## src/rtl/key_pkg.sv

```systemverilog
// Shared types and constants for the key event decoder: channel FSM states,
// default HID keycodes and a counter-width helper.
package key_pkg;

    typedef enum logic [1:0] {
        ST_IDLE   = 2'd0,
        ST_HELD   = 2'd1,
        ST_REPEAT = 2'd2
    } key_state_t;

    // USB HID usage codes for the default W/A/S/D mapping
    localparam logic [7:0] KC_W = 8'h1A;
    localparam logic [7:0] KC_S = 8'h16;
    localparam logic [7:0] KC_A = 8'h04;
    localparam logic [7:0] KC_D = 8'h07;

    // Bits needed to hold values 0..max_val, never less than one bit
    function automatic int cnt_width(input int max_val);
        return (max_val <= 1) ? 1 : $clog2(max_val + 1);
    endfunction

endpackage

```

## src/rtl/key_channel.sv

```systemverilog
// One decoded key channel: pushbutton synchroniser and debouncer, key_on
// register, and the IDLE/HELD/REPEAT event FSM with its repeat counter.
// The FSM state is exposed on the state output for observation.
module key_channel
    import key_pkg::*;
#(
    parameter int DEBOUNCE_CYCLES = 16,
    parameter int REPEAT_DELAY    = 500000,
    parameter int REPEAT_RATE     = 100000
) (
    input  logic       clk,
    input  logic       rst_n,
    input  logic       kc_hit,
    input  logic       key_n,
    input  logic       btn_en,
    output logic       key_on,
    output logic       key_press,
    output logic       key_release,
    output logic       key_repeat,
    output key_state_t state
);

    localparam int DB_W   = cnt_width(DEBOUNCE_CYCLES);
    localparam int RP_MAX = (REPEAT_DELAY > REPEAT_RATE) ? REPEAT_DELAY : REPEAT_RATE;
    localparam int RP_W   = cnt_width(RP_MAX);

    // Counter value on the cycle before the counter reaches DEBOUNCE_CYCLES-1
    localparam logic [DB_W-1:0] DB_FLIP    = DB_W'((DEBOUNCE_CYCLES > 1) ? DEBOUNCE_CYCLES - 2 : 0);
    localparam logic [RP_W-1:0] DELAY_LAST = RP_W'((REPEAT_DELAY > 0) ? REPEAT_DELAY - 1 : 0);
    localparam logic [RP_W-1:0] RATE_LAST  = RP_W'((REPEAT_RATE > 0) ? REPEAT_RATE - 1 : 0);

    logic [1:0]      sync_q;      // raw level, 1 = released
    logic            btn_stable;  // debounced raw level, 1 = released
    logic [DB_W-1:0] db_cnt;
    logic [RP_W-1:0] rp_cnt;
    logic            btn_hit;

    assign btn_hit = ~btn_stable & btn_en;

    // Synchronise the pushbutton and accept a new level only after it stays put
    always_ff @(posedge clk or negedge rst_n) begin
        if (!rst_n) begin
            sync_q     <= 2'b11;
            btn_stable <= 1'b1;
            db_cnt     <= '0;
        end else begin
            sync_q <= {sync_q[0], key_n};
            if (sync_q[1] == btn_stable) begin
                db_cnt <= '0;
            end else if ((DEBOUNCE_CYCLES == 1) || (db_cnt == DB_FLIP)) begin
                btn_stable <= sync_q[1];
                db_cnt     <= '0;
            end else begin
                db_cnt <= db_cnt + 1'b1;
            end
        end
    end

    // Combined held level: keyboard match or enabled debounced button
    always_ff @(posedge clk or negedge rst_n) begin
        if (!rst_n) begin
            key_on <= 1'b0;
        end else begin
            key_on <= kc_hit | btn_hit;
        end
    end

    // Event FSM: press on rise, release on fall (wins over a due repeat), timed repeats
    always_ff @(posedge clk or negedge rst_n) begin
        if (!rst_n) begin
            state       <= ST_IDLE;
            rp_cnt      <= '0;
            key_press   <= 1'b0;
            key_release <= 1'b0;
            key_repeat  <= 1'b0;
        end else begin
            key_press   <= 1'b0;
            key_release <= 1'b0;
            key_repeat  <= 1'b0;
            case (state)
                ST_IDLE: begin
                    if (key_on) begin
                        key_press <= 1'b1;
                        state     <= ST_HELD;
                        rp_cnt    <= '0;
                    end
                end
                ST_HELD: begin
                    if (!key_on) begin
                        key_release <= 1'b1;
                        state       <= ST_IDLE;
                        rp_cnt      <= '0;
                    end else if (REPEAT_DELAY == 0) begin
                        rp_cnt <= rp_cnt;
                    end else if (rp_cnt == DELAY_LAST) begin
                        key_repeat <= 1'b1;
                        state      <= ST_REPEAT;
                        rp_cnt     <= '0;
                    end else begin
                        rp_cnt <= rp_cnt + 1'b1;
                    end
                end
                ST_REPEAT: begin
                    if (!key_on) begin
                        key_release <= 1'b1;
                        state       <= ST_IDLE;
                        rp_cnt      <= '0;
                    end else if (rp_cnt == RATE_LAST) begin
                        key_repeat <= 1'b1;
                        rp_cnt     <= '0;
                    end else begin
                        rp_cnt <= rp_cnt + 1'b1;
                    end
                end
                default: begin
                    state  <= ST_IDLE;
                    rp_cnt <= '0;
                end
            endcase
        end
    end

endmodule

```

## src/rtl/key_event_decoder.sv

```systemverilog
// Key event decoder: matches HID keycode slots against a per-channel key map,
// merges with debounced pushbuttons and emits press/release/repeat events.
// dbg_state carries each channel's FSM state, two bits per channel.
module key_event_decoder
    import key_pkg::*;
#(
    parameter int NUM_KEYS        = 4,
    parameter int KC_SLOTS        = 4,
    parameter int DEBOUNCE_CYCLES = 16,
    parameter int REPEAT_DELAY    = 500000,
    parameter int REPEAT_RATE     = 100000
) (
    input  logic                  Clk,
    input  logic                  Reset_n,
    input  logic [8*KC_SLOTS-1:0] keycode,
    input  logic [8*NUM_KEYS-1:0] key_map,
    input  logic [NUM_KEYS-1:0]   KEY,
    input  logic [NUM_KEYS-1:0]   btn_en,
    output logic [NUM_KEYS-1:0]   key_on,
    output logic [NUM_KEYS-1:0]   key_press,
    output logic [NUM_KEYS-1:0]   key_release,
    output logic [NUM_KEYS-1:0]   key_repeat,
    output logic [2*NUM_KEYS-1:0] dbg_state
);

    logic [NUM_KEYS-1:0] kc_hit;

    // A channel is hit when any slot carries its mapped code; code 00 is unmapped
    always_comb begin
        kc_hit = '0;
        for (int i = 0; i < NUM_KEYS; i++) begin
            for (int j = 0; j < KC_SLOTS; j++) begin
                if ((key_map[8*i +: 8] != 8'h00) && (keycode[8*j +: 8] == key_map[8*i +: 8])) begin
                    kc_hit[i] = 1'b1;
                end
            end
        end
    end

    for (genvar i = 0; i < NUM_KEYS; i++) begin : g_ch
        key_state_t ch_state;

        key_channel #(
            .DEBOUNCE_CYCLES (DEBOUNCE_CYCLES),
            .REPEAT_DELAY    (REPEAT_DELAY),
            .REPEAT_RATE     (REPEAT_RATE)
        ) u_channel (
            .clk         (Clk),
            .rst_n       (Reset_n),
            .kc_hit      (kc_hit[i]),
            .key_n       (KEY[i]),
            .btn_en      (btn_en[i]),
            .key_on      (key_on[i]),
            .key_press   (key_press[i]),
            .key_release (key_release[i]),
            .key_repeat  (key_repeat[i]),
            .state       (ch_state)
        );

        assign dbg_state[2*i +: 2] = ch_state;
    end

endmodule

```

## config.mk

```make
export PLATFORM = sky130hd
export DESIGN_NAME = key_event_decoder
export DESIGN_NICKNAME = d
export VERILOG_FILES = /design/src/rtl/key_pkg.sv /design/src/rtl/key_channel.sv /design/src/rtl/key_event_decoder.sv
export SDC_FILE = /design/constraint.sdc
export NUM_CORES = 1
export LEC_CHECK = 0
export CORE_MARGIN = 1.5
export CORE_UTILIZATION = 60
export CTS_CLUSTER_DIAMETER = 40
export CTS_CLUSTER_SIZE = 8
export DETAILED_ROUTE_END_ITERATION = 10
export DONT_BUFFER_PORTS = 1
export GPL_TIMING_DRIVEN = 0
export HOLD_SLACK_MARGIN = 0.08
export MAX_ROUTING_LAYER = met4
export PLACE_DENSITY = 0.76
export SYNTH_ARGS = -nofsm -noshare
export SYNTH_HDL_FRONTEND = slang
export SYNTH_SLANG_ARGS = --single-unit
```

## constraint.sdc

```tcl
create_clock -name Clk -period 3.7 [get_ports Clk]
set_clock_uncertainty 0.15 [all_clocks]
set_input_delay 0 -clock Clk [delete_from_list [all_inputs] [get_ports Clk]]
set_output_delay 0 -clock Clk [all_outputs]
set_load 0.005 [all_outputs]
```

# Word level (Yosys, flattened, before mapping)
# Index checks and enable logic that the tools add are counted.
# classes
add_sub_neg	8
eq_ne	52
mux	104
bitwise	16
reduce_logical	36
# ops
operator	count
two-way mux 19 bit	20
case mux 19 bit (3 select lines)	4
equality test 8 bit	16
adder 19 x 1 -> 19 bit (second input constant)	4
equality test 19 x 17 -> 1 bit (second input constant)	4
equality test 19 bit (second input constant)	4
two-way mux 1 bit	48
two-way mux 5 bit	8
two-way mux 2 bit	16
nonzero test 8 bit	4
case mux 2 bit (3 select lines)	4
adder 5 x 1 -> 5 bit (second input constant)	4
equality test 5 x 4 -> 1 bit (second input constant)	4
logical AND 1 bit	16
!= test 3 bit (second input constant)	4
AND reduction 3 bit	4
equality test 2 x 1 -> 1 bit (second input constant)	4
equality test 2 bit (second input constant)	4
zero test 2 bit	4
!= test 2 x 1 -> 1 bit (second input constant)	4
!= test 2 bit (second input constant)	4
NOT 1 bit	8
case mux 1 bit (2 select lines)	4
AND reduction 2 bit	4
other kinds (4)	16
# word_totals
regBits	132
inputBits	74
out_inout_bits	24
elab_cells	252

# Depth between registers and ports, before layout
# Gate-level depths: netlist of the first run.
# depth
depth_word	7
ltp_mapped	9
ltp_nobuf	8

# Hierarchy
# From an unflattened synthesis of the first run, not the netlist that was laid out.
# hier_totals
hier_cells	915
area_unflattened_um2	8668.3
# modules_own_cells
module	instances	cells_each	area_per_inst_um2	seq_area_each_um2
key_channel at g_ch[0].u_channel ...	3	165	1679.1	829.5
key_event_decoder	1	256	1965.6	0.0
key_channel at g_ch[3].u_channel	1	164	1665.3	829.5

# Least setup slack after synthesis of the first run
# Ideal clock, no wire load.
# synth_timing
path_kind	flip-flop to flip-flop
start	reg g_ch[0].u_channel.rp_cnt[12]
end	reg g_ch[0].u_channel.rp_cnt[3]
setup_ns	0.121
arrival_time_ns	2.157
required_ns	3.429
path_slack_ns	1.272
path_stages_with_launch	8
path_buffers	2
synth_period_minus_slack_ns	2.428
cell_sequence	dfrtp_1 buf_6 or3_1 or4_4 o41ai_4 a21oi_2 buf_6 a22o_1
# synth_via
elab_chain_len	4
word_cells_on_any_way	7
classes_between	eq/ne: 2; mux: 5
# synth_lines
item	line_no	source
start, declared	key_channel.sv:35	logic [RP_W-1:0] rp_cnt;
start signal, assigned	key_channel.sv:94	rp_cnt <= rp_cnt;
start signal, assigned	key_channel.sv:100	rp_cnt <= rp_cnt + 1'b1;
start signal, assigned	key_channel.sv:112	rp_cnt <= rp_cnt + 1'b1;
equality test 19 x 17 -> 1 bit / equality test 19 bit (equally long branches)	key_channel.sv:108, key_channel.sv:95	
two-way mux 19 bit, on equally long branches	key_channel.sv:108, key_channel.sv:95	
two-way mux 19 bit, on equally long branches	key_channel.sv:104, key_channel.sv:89	
case mux 19 bit (3 select lines) *	key_channel.sv:80	case (state)
# Every way passes the cells marked *; elsewhere a longest branch is shown, timed or not.
# A chain may end at the register's enable or synchronous reset.

# Final worst setup path of the first run
# layout_timing
start	reg g_ch[1].u_channel.rp_cnt[0]
end	reg g_ch[1].u_channel.rp_cnt[6]
# layout_via
elab_chain_len	4
word_cells_on_any_way	8
classes_between	add/sub: 1; eq/ne: 2; mux: 5
# layout_lines
item	line_no
start, declared	key_channel.sv:35
start signal, assigned	key_channel.sv:94
start signal, assigned	key_channel.sv:100
start signal, assigned	key_channel.sv:112
adder 19 x 1 -> 19 bit, or another cell as far along	key_channel.sv:100, key_channel.sv:112
two-way mux 19 bit, on equally long branches	key_channel.sv:108, key_channel.sv:95
two-way mux 19 bit, on equally long branches	key_channel.sv:104, key_channel.sv:89
case mux 19 bit (3 select lines) *	key_channel.sv:80
# Marks and branches as above.

==> qor.yml, run 1 <==
overflow: 0
intPower_mw: 3.11
switching_share_pct: 28.0
first_global_vias: 6275
cp-start-kind: "register"
worstSetupEndpointType: "register"
cts_hold_buffers: 18
clkPwrFrac_pct: 40.6
dpl_cell_area_sq_um: 8560
synth.top_cells.by_count: "dfrtp_1 (120), xor2_1 (98), xnor2_1 (93)"
stdcell_count: 1132
synth_top_family_by_area: "simple AND/OR/NAND/NOR gates"
detail_route.wirelength_mm: 17.5
synth_ff_type: "dfrtp_1"
comb_power_share_pct: 21.5
track_usage_pct: 26.1
gp_congestion: 0.872
arrival_ns: 2.88
tightest_slew_ns: 0.887
hold_path_class: "input pin to asynchronous set/reset pin"
die_h_microns: 121
ys.warnings.count: 0
power_frac_seq_pct: 37.9
required_ns: 3.85
drt_first_pass_iters: 5
fmax_mhz: 367
drc: 0
worst_r2r_path_depth: 8
p_leak_nw: 3.96
slew_headroom_pct: 40.4
clk_pin_slew_ns: 0.06
irDropWorstVdd_mv: 0.320
outcome: "finished clean"
design_area_sq_um: 9390
post_drt_wl_per_cell_microns: 15.4
core_area_sq_um: 13400
drv_cap: 0
dp_hpwl_mm: 12.2
async_flop_share_pct: 100
hold_viol: 0
ctsHtreeMaxLevel: 4
yosys.area_share.simple_pct: 22.9
cts_setup_buffers: 0
antenna_found_initial: 0
yosys.area.top_type: "dfrtp_1"
areaGrowthSynthToFinish_pct: 12.6
period_minus_slack_ns: 2.73
fin_tns_setup_ns: 0
synth_fa_ha_area_share_pct: 3.60
worst-r2r-setup-slack_ns: 0.97
ant_nets: 0
ioPinCount: 98
post-place-cells: 1082
rr_startpoint: "g_ch[1].u_channel.rp_cnt[0]"
avgSynthCellArea_sq_um: 9.20
ys_ff_latch: 132
yosysTopAreaCellShare_pct: 36.0
diodes: 0
clock_latency_ns: 0.42
p_per_area_nw_per_um2: 461
crit_fanout: 10
timing.final.setup_violations: 0
r2r-end: "g_ch[1].u_channel.rp_cnt[6]"
drv_slew: 0
cts_buffer_depth: 2
synth_edf_count: 0
clkSinkCount: 132
cts_buffers: 17
synth_mux_area_share_pct: 1.17
synth_most_common_cell: "dfrtp_1"
period_share_pct: 73.7
fp-row-count: 42
drt_iter0_markers: 434
dieArea_sq_um: 14600
cts_root_buf: "clkbuf_16"
yosysSeqAreaShare_pct: 39.8
dr_total_vias: 6450
synth_xor_area_share_pct: 20.1
netlist_instances: 906
p_switching_mw: 1.21
cts_tree: "built"
final_nets: 1041
final_core_util_pct: 70.1
die_width_microns: 121
io_buffers: 0
crit_type: "register to register"
grt_pass1_wl_mm: 29.5
grt_max_degree: 133
synth-compound-area-share_pct: 7.16
synth_area_sq_um: 8340
rsz0062_at_grt: "false"
drive_gt1_share_pct: 8.58
yosysUniqueCellTypes: 54
cts-resized-gates: 0
netlist_top_cells_area: "dfrtp_1 (36%), xor2_1 (10%), xnor2_1 (9.8%)"
syn_nets: 1004
initial_core_util_pct: 62.2
vias_per_cell: 5.70
[metal layers]
layer | wire length (microns) | track usage [%]
met1 | 7780 | 32.6
met2 | 8230 | 40.9
met3 | 1070 | 6.30
met4 | 412 | 11.0
met5 | 0 | -
[state kept, by name, summed over array words and instances (netlist names)]
signal	cells
g_ch.u_channel.rp_cnt	76
g_ch.u_channel.db_cnt	20
g_ch.u_channel.state	8
g_ch.u_channel.sync_q	8
g_ch.u_channel.btn_stable	4
g_ch.u_channel.key_on	4
g_ch.u_channel.key_press	4
g_ch.u_channel.key_release	4
g_ch.u_channel.key_repeat	4
[cell type report]
type	instances	area, sq um
Timing Repair Buffer	18	198
Clock buffer	25	515
Fill cell	1031	4010
Tap cell	176	220
Multi-Input combinational cell	679	4580
Inverter	26	97.6
Clock inverter	7	118
Sequential cell	132	3320
Buffer	69	340
[cell families after synthesis]
family                     after synthesis
AOI/OAI and AO/OA                       85
xor gates and xnor gates               191
adders and majority gates               24
buffers and inverters                   95
DFF                                    132
muxes                                    9
and+or+nand+nor                        370
[cell usage in the layout (no fill, tap or decap), types with 24 or more instances in the layout]
| master | count |
|---|---|
| dfrtp_1 | 120 |
| o21ai_0 | 31 |
| nor4_1 | 33 |
| ha_1 | 24 |
| xor2_1 | 98 |
| nand4_1 | 36 |
| nand3_1 | 45 |
| nor2_1 | 90 |
| inv_1 | 26 |
| clkbuf_1 | 44 |
| xnor2_1 | 93 |
| nand2_1 | 67 |
[power by group through the flow]
stage          logic [mW]  clock network, mW  registers, mW
5_1_grt              1.05               1.86           1.66
4_1_cts             0.933               1.79           1.64
2_1_floorplan       0.716                  0           1.64
3_3_place_gp        0.861                  0           1.66
6_report            0.928               1.76           1.64
3_5_place_dp        0.879                  0           1.67
[how the worst max path moves through the flow]
stage                                 start                      endpoint  cells past startpoint
2_1_floorplan  g_ch[0].u_channel.rp_cnt[12]   g_ch[0].u_channel.rp_cnt[3]                      7
3_3_place_gp    g_ch[1].u_channel.rp_cnt[0]   g_ch[1].u_channel.rp_cnt[6]                      8
3_5_place_dp    g_ch[1].u_channel.rp_cnt[0]  g_ch[1].u_channel.rp_cnt[10]                      8
4_1_cts         g_ch[1].u_channel.rp_cnt[0]   g_ch[1].u_channel.rp_cnt[4]                      8
5_1_grt         g_ch[1].u_channel.rp_cnt[1]   g_ch[1].u_channel.rp_cnt[4]                      8
6_report        g_ch[1].u_channel.rp_cnt[0]   g_ch[1].u_channel.rp_cnt[6]                      8
[worst max-delay path, cell delays in order, from the launching register on]
cell and delay (ns):
dfrtp_1 0.39, ha_1 0.24, nor4bb_1 0.31, nand3_1 0.18
o41ai_1 0.37, a21oi_1 0.23, nor2_1 0.36, buf_2 0.30
nor2_1 0.08
[per-stage QoR]
step                hold slack (ns)  worst slack, ns  power, mW
floorplan                    -0.446             1.27       2.36
global placement             -0.442            0.992       2.52
detailed placement           -0.442            0.955       2.55
CTS                          0.0955            0.948       4.37
global route                  0.109            0.695       4.56
finish                       0.0607            0.973       4.33
Note: power is estimated with default switching activity, not from simulation.
==> inputs of run 2 (changes only) <==
- clock period: 3.7 -> 2.9 ns (I/O delays scaled with it)
==> qor.yml, run 2 (synthesis results as in run 1) <==
outcome: "finished with violations"
violations: "hold timing"
r2r-end: "g_ch[3].u_channel.rp_cnt[15]"
largest_register: "g_ch.u_channel.rp_cnt"
cp-start-kind: "register"
clkPwrFrac_pct: 40.9  # +0.3 points
vias_per_cell: 5.71  # +0.18%
period_share_pct: 91.3  # +18 points
slowest_delay_ns: 0.67  # +0.28 ns
final_nets: 1039  # -0.19%
overflow: 0  # unchanged
hold_viol: 132  # +132
dp_hpwl_mm: 12.2  # unchanged
cts_hold_buffers: 16  # -2
slowest_stage: "or4b_2"
multi_input_area_sq_um: 4590  # +0.19%
cts_tree: "built"
crit_start: "g_ch[3].u_channel.rp_cnt[13]"
dieArea_sq_um: 14600  # unchanged
worstSetupEndpointType: "register"
grt_max_degree: 133  # unchanged
diodes: 0  # unchanged
fin_tns_setup_ns: 0  # unchanged
crit_family: "simple AND/OR/NAND/NOR gates"
final_core_util_pct: 69.8  # -0.21 points
whs_ns: -0.873  # -0.934 ns
areaGrowthSynthToFinish_pct: 12.3
slew_headroom_pct: 42.2  # +1.7 points
clkSinkCount: 132  # unchanged
wl_met3_mm: 1.05  # -1.6%
crit_path_end: "g_ch[3].u_channel.rp_cnt[15]"
drv_slew: 0  # unchanged
drv_cap: 0  # unchanged
fmax_mhz: 378  # +3.0%
ant_nets: 0  # unchanged
drt_first_pass_iters: 5  # unchanged
first_global_vias: 6279  # +0.064%
cts_root_buf: "clkbuf_16"
period_minus_slack_ns: 2.65  # -0.0806 ns
path_buf_inv: 1  # unchanged
gp_congestion: 0.872  # unchanged
tightest_slew_ns: 0.861  # -0.0259 ns
crit_type: "register to register"
largest_reg_flops: 76  # unchanged
drt_iter0_markers: 427  # -1.6%
path_depth: 6  # -2
cts_buffers: 17  # unchanged
rsz0062_at_grt: "false"
clock_latency_ns: 0.42  # about the same
io_buffers: 0  # unchanged
p_switching_mw: 1.51  # +25%
reg_top3: "g_ch.u_channel.rp_cnt: 76 flops, g_ch.u_channel.db_cnt: 20 flops"
switching_share_pct: 27.6  # -0.38 points
required_ns: 3.05  # -0.80 ns
die_width_microns: 121  # unchanged
hold_path_class: "input pin to asynchronous set/reset pin"
crit_fanout: 10  # unchanged
cts_buffer_depth: 2  # unchanged
dr_total_vias: 6450  # unchanged
n_fill_cell: 1031  # unchanged
ff_latch_area_sq_um: 3320  # unchanged
comb_power_share_pct: 21.0  # -0.5 points
initial_core_util_pct: 62.2  # unchanged
p_per_area_nw_per_um2: 586  # +27%
drc: 0  # unchanged
track_usage_pct: 26.1  # -0.031 points
worst-r2r-setup-slack_ns: 0.25  # -0.72 ns
post_drt_wl_per_cell_microns: 15.5  # +0.19%
design_area_sq_um: 9360  # -0.31%
path_cells: "or4b_2 > nor4_1 > a2bb2oi_2 > and2_1 > buf_2 > nor2_1"
core_area_sq_um: 13400  # unchanged
fp-row-count: 42  # unchanged
clk_pin_slew_ns: 0.05  # about the same
timing.final.setup_violations: 0  # unchanged
antenna_found_initial: 0  # unchanged
intPower_mw: 3.97  # +27%
cts_setup_buffers: 0  # unchanged
power_frac_seq_pct: 38.1  # +0.2 points
final_common_cell: "dfrtp_1"
drive_gt1_share_pct: 8.70  # +0.12 points
irDropWorstVdd_mv: 0.408  # +28%
rr_startpoint: "g_ch[3].u_channel.rp_cnt[13]"
ctsHtreeMaxLevel: 4  # unchanged
worst_r2r_path_depth: 6  # -2
p_leak_nw: 3.94  # -0.41%
dpl_cell_area_sq_um: 8560  # unchanged
arrival_ns: 2.80  # -0.08 ns
drt-met1-wl_mm: 7.80  # +0.28%
wl_met2_mm: 8.20  # -0.32%
highest_layer: "met4"
mostFrequentLayoutCells: "dfrtp_1 (120), xor2_1 (98), xnor2_1 (93)"
detail_route.wirelength_mm: 17.5  # about the same
die_h_microns: 121  # unchanged
grt_pass1_wl_mm: 29.5  # about the same
ioPinCount: 98  # unchanged
==> run 2: worst min-delay path by stage <==
stage | endpoint | start | slack, ns
finish | g_ch[0].u_channel.rp_cnt[5] | Reset_n | -0.87
global route | g_ch[0].u_channel.rp_cnt[5] | Reset_n | -0.89
CTS | g_ch[0].u_channel.rp_cnt[8] | Reset_n | -0.90
detailed placement | g_ch[0].u_channel.rp_cnt[5] | Reset_n | -0.44
global placement | g_ch[0].u_channel.rp_cnt[11] | Reset_n | -0.44
floorplan | g_ch[0].u_channel.db_cnt[0] | Reset_n | -0.45
==> run 2: metal layers <==
layer / up-vias / GRT usage [%]
met2: 203 / 40.8
met1: 3056 / 32.4
met5: - / -
li1: 3153 / -
met3: 38 / 6.48
met4: 0 / 11.2
==> run 2: worst register-to-register path, cell delays in order, from the launching register on <==
cell and delay (ns):
dfrtp_1 0.41, or4b_2 0.67, nor4_1 0.41, a2bb2oi_2 0.42
and2_1 0.18, buf_2 0.20, nor2_1 0.08
==> run 2: area by class of cell <==
cell class | instances | share of cell area (%)
well taps | 176 | 2.35
plain buffers | 69 | 3.64
multi-input cells | 679 | 49.0
clock inverters | 7 | 1.26
inverters | 26 | 1.04
clock buffers | 25 | 5.51
flip-flops and latches | 132 | 35.5
repair buffers | 16 | 1.71
==> run 2: timing repair <==
action | CTS | global route
setup endpoints to repair | 0 | 13
endpoints found under the hold margin | 140 | 132
resized for setup | 0 | 2
==> run 2: power groups by stage <==
stage	Sequential [mW]	Clock, mW	Combinational, mW
2_1_floorplan	2.09	0	0.913
3_3_place_gp	2.12	0	1.10
3_5_place_dp	2.13	0	1.12
4_1_cts	2.09	2.29	1.15
5_1_grt	2.11	2.37	1.29
6_report	2.09	2.24	1.15
==> run 2: through the flow <==
stage / hold slack [ns] / setup WS, ns / std cells / total power [mW]
final: -0.873 / 0.253 / 1130 / 5.49
after global placement: -0.442 / 0.192 / 1082 / 3.22
after global routing: -0.892 / 0.0178 / 1130 / 5.77
after floorplan: -0.446 / 0.472 / 906 / 3.01
after CTS: -0.897 / 0.148 / 1130 / 5.53
after detailed placement: -0.442 / 0.155 / 1082 / 3.25
==> inputs of run 3 (changes only) <==
- ABC_AREA: default -> 1
==> qor.yml, run 3 <==
fmax_mhz: 498  # +32%
grt_pass1_wl_mm: 38.9  # +32%
slowest_delay_ns: 0.45  # -0.22 ns
first_global_vias: 8636  # +38%
drive_gt1_share_pct: 8.43  # -0.27 points
synth_ff_type: "dfrtp_1"
cts_root_buf: "clkbuf_16"
rsz0062_at_grt: "false"
cts_buffer_depth: 2  # unchanged
p_leak_nw: 5.45  # +38%
period_share_pct: 69.2  # -22 points
stdcell_count: 1770  # +57%
worst_r2r_path_depth: 7  # +1
worst-r2r-setup-slack_ns: 0.89  # +0.64 ns
largest_register: "g_ch.u_channel.rp_cnt"
die_h_microns: 131  # +8.4%
ys_ff_latch: 132  # unchanged
synth.top_cells.by_count: "nand2_1 (525), nor2_1 (226), inv_1 (174)"
synth_area_sq_um: 9840  # +18%
netlist_top_cells_area: "dfrtp_1 (31%), nand2_1 (20%), nor2_1 (8.6%)"
overflow: 0  # unchanged
ctsHtreeMaxLevel: 4  # unchanged
async_flop_share_pct: 100  # unchanged
cts_buffers: 17  # unchanged
arrival_ns: 2.20  # -0.60 ns
timing.final.setup_violations: 0  # unchanged
initial_core_util_pct: 61.7  # -0.50 points
io_buffers: 0  # unchanged
ioPinCount: 98  # unchanged
post-place-cells: 1723  # +59%
die_width_microns: 131  # +8.4%
whs_ns: -0.879  # -0.00558 ns
core_area_sq_um: 15900  # +19%
grt_max_degree: 133  # unchanged
dr_total_vias: 9182  # +42%
final_core_util_pct: 68.4  # -1.5 points
mostFrequentLayoutCells: "nand2_1 (525), nor2_1 (226), inv_1 (174)"
rr_startpoint: "g_ch[0].u_channel.state[1]"
cts_hold_buffers: 16  # unchanged
post_drt_wl_per_cell_microns: 13.1  # -15%
drt_first_pass_iters: 7  # +2
avgSynthCellArea_sq_um: 6.53  # -29%
drt_iter0_markers: 722  # +69%
crit_start: "g_ch[0].u_channel.state[1]"
drv_slew: 0  # unchanged
detail_route.wirelength_mm: 23.3  # +33%
ys.warnings.count: 0  # unchanged
vias_per_cell: 5.19  # -9.1%
hold_viol: 132  # unchanged
tightest_slew_ns: 0.465  # -0.396 ns
drc: 0  # unchanged
hold_path_class: "input pin to asynchronous set/reset pin"
fp-row-count: 46  # +9.5%
cp_common_cell: "inv_1"
path_cells: "inv_1 > ha_1 > inv_1 > nor2_4 > clkbuf_1 > o21ai_0 > a21oi_1"
synth_edf_count: 0  # unchanged
ant_nets: 0  # unchanged
antenna_found_initial: 0  # unchanged
cts-resized-gates: 0  # unchanged
gp_congestion: 0.979  # +12%
drv_cap: 0  # unchanged
diodes: 0  # unchanged
dp_hpwl_mm: 17.1  # +40%
track_usage_pct: 29.5  # +3.4 points
yosys.area.top_type: "dfrtp_1"
yosysSeqAreaShare_pct: 33.7  # -6.1 points
crit_type: "register to register"
irDropWorstVdd_mv: 0.538  # +32%
yosysTopAreaCellShare_pct: 30.5  # -5.5 points
yosysUniqueCellTypes: 36  # -33%
dieArea_sq_um: 17200  # +18%
cts_setup_buffers: 0  # unchanged
p_per_area_nw_per_um2: 544  # -7.1%
reg_top3: "g_ch.u_channel.rp_cnt: 76 flops, g_ch.u_channel.db_cnt: 20 flops"
final_common_cell: "nand2_1"
violations: "hold timing"
crit_fanout: 10  # unchanged
areaGrowthSynthToFinish_pct: 10.8
clkSinkCount: 132  # unchanged
outcome: "finished with violations"
slew_headroom_pct: 69.0  # +27 points
clock_latency_ns: 0.43  # about the same
crit_family: "buffers and inverters"
worstSetupEndpointType: "register"
final_nets: 1640  # +58%
synth_most_common_cell: "nand2_1"
power_mw: 5.93  # +8.2%
cp-start-kind: "register"
path_buf_inv: 3  # +2
syn_nets: 1605  # +60%
largest_reg_flops: 76  # unchanged
netlist_instances: 1507  # +66%
cts_tree: "built"
slowest_stage: "dfrtp_1"
clk_pin_slew_ns: 0.06  # about the same
period_minus_slack_ns: 2.01  # -0.639 ns
fin_tns_setup_ns: 0  # unchanged
r2r-end: "g_ch[0].u_channel.rp_cnt[3]"
required_ns: 3.09  # +0.04 ns
[run 3: cell types whose count changed after synthesis, moves of 15 or more]
cell,before,now
a21oi_1,12,41
a21oi_2,1,20
and3_1,15,0
clkbuf_1,42,26
inv_1,26,174
nand2_1,67,525
nand3_1,45,90
nand4_1,36,19
nor2_1,90,226
nor4_1,33,8
xnor2_1,93,8
[run 3: final cells by class]
type / instances / area, sq um
plain buffers: 56 / 335
clock buffers: 19 / 453
clock inverters: 12 / 179
fillers: 1405 / 5040
inverters: 185 / 694
multi-input cells: 1134 / 5490
flip-flops and latches: 132 / 3320
well taps: 216 / 270
repair buffers: 16 / 160
[run 3: logic make-up (layout without fill, tap and decap cells)]
kind of cell,count (synthesis),after routing,synth area share [%]
AOI/OAI and AO/OA,104,104,6.24
xor gates and xnor gates,92,92,8.19
adders and majority gates,24,24,3.05
buffers and inverters,241,288,10.5
DFF,132,132,33.7
and+or+nand+nor,914,914,38.3
[run 3: worst max path at each step]
| stage | to | slack (ns) | cells past startpoint |
|---|---|---|---|
| floorplan | g_ch[3].u_channel.rp_cnt[12] | 1.19 | 10 |
| global placement | g_ch[0].u_channel.rp_cnt[2] | 0.99 | 7 |
| detailed placement | g_ch[0].u_channel.rp_cnt[11] | 0.91 | 7 |
| CTS | g_ch[3].u_channel.rp_cnt[12] | 0.89 | 10 |
| global route | g_ch[0].u_channel.rp_cnt[3] | 0.71 | 7 |
| finish | g_ch[0].u_channel.rp_cnt[3] | 0.89 | 7 |
[run 3: worst register-to-register path, stage by stage (launching register included)]
cell      delay [ns]
dfrtp_1         0.45
inv_1           0.11
ha_1            0.16
inv_1           0.08
nor2_4          0.23
clkbuf_1        0.39
o21ai_0         0.21
a21oi_1         0.16
[run 3: power by group]
part / switching (mW) / internal (mW)
registers: 0.125 / 2.01
logic: 0.984 / 0.522
clock network: 0.818 / 1.48
total: 1.93 / 4.01
[run 3: metrics by stage]
stage	setup WS (ns)	instance area, sq um
after CTS	0.885	10900
after global routing	0.705	10900
after global placement	0.986	10100
after detailed placement	0.913	10100
final	0.893	10900
after floorplan	1.19	9840
[run 3: layer usage]
layer / share of wire (%) / track usage [%]
met1: 46 / 37.9
met2: 46 / 46.2
met3: 6.0 / 5.93
met4: 2.0 / 11.4
met5: 0 / -
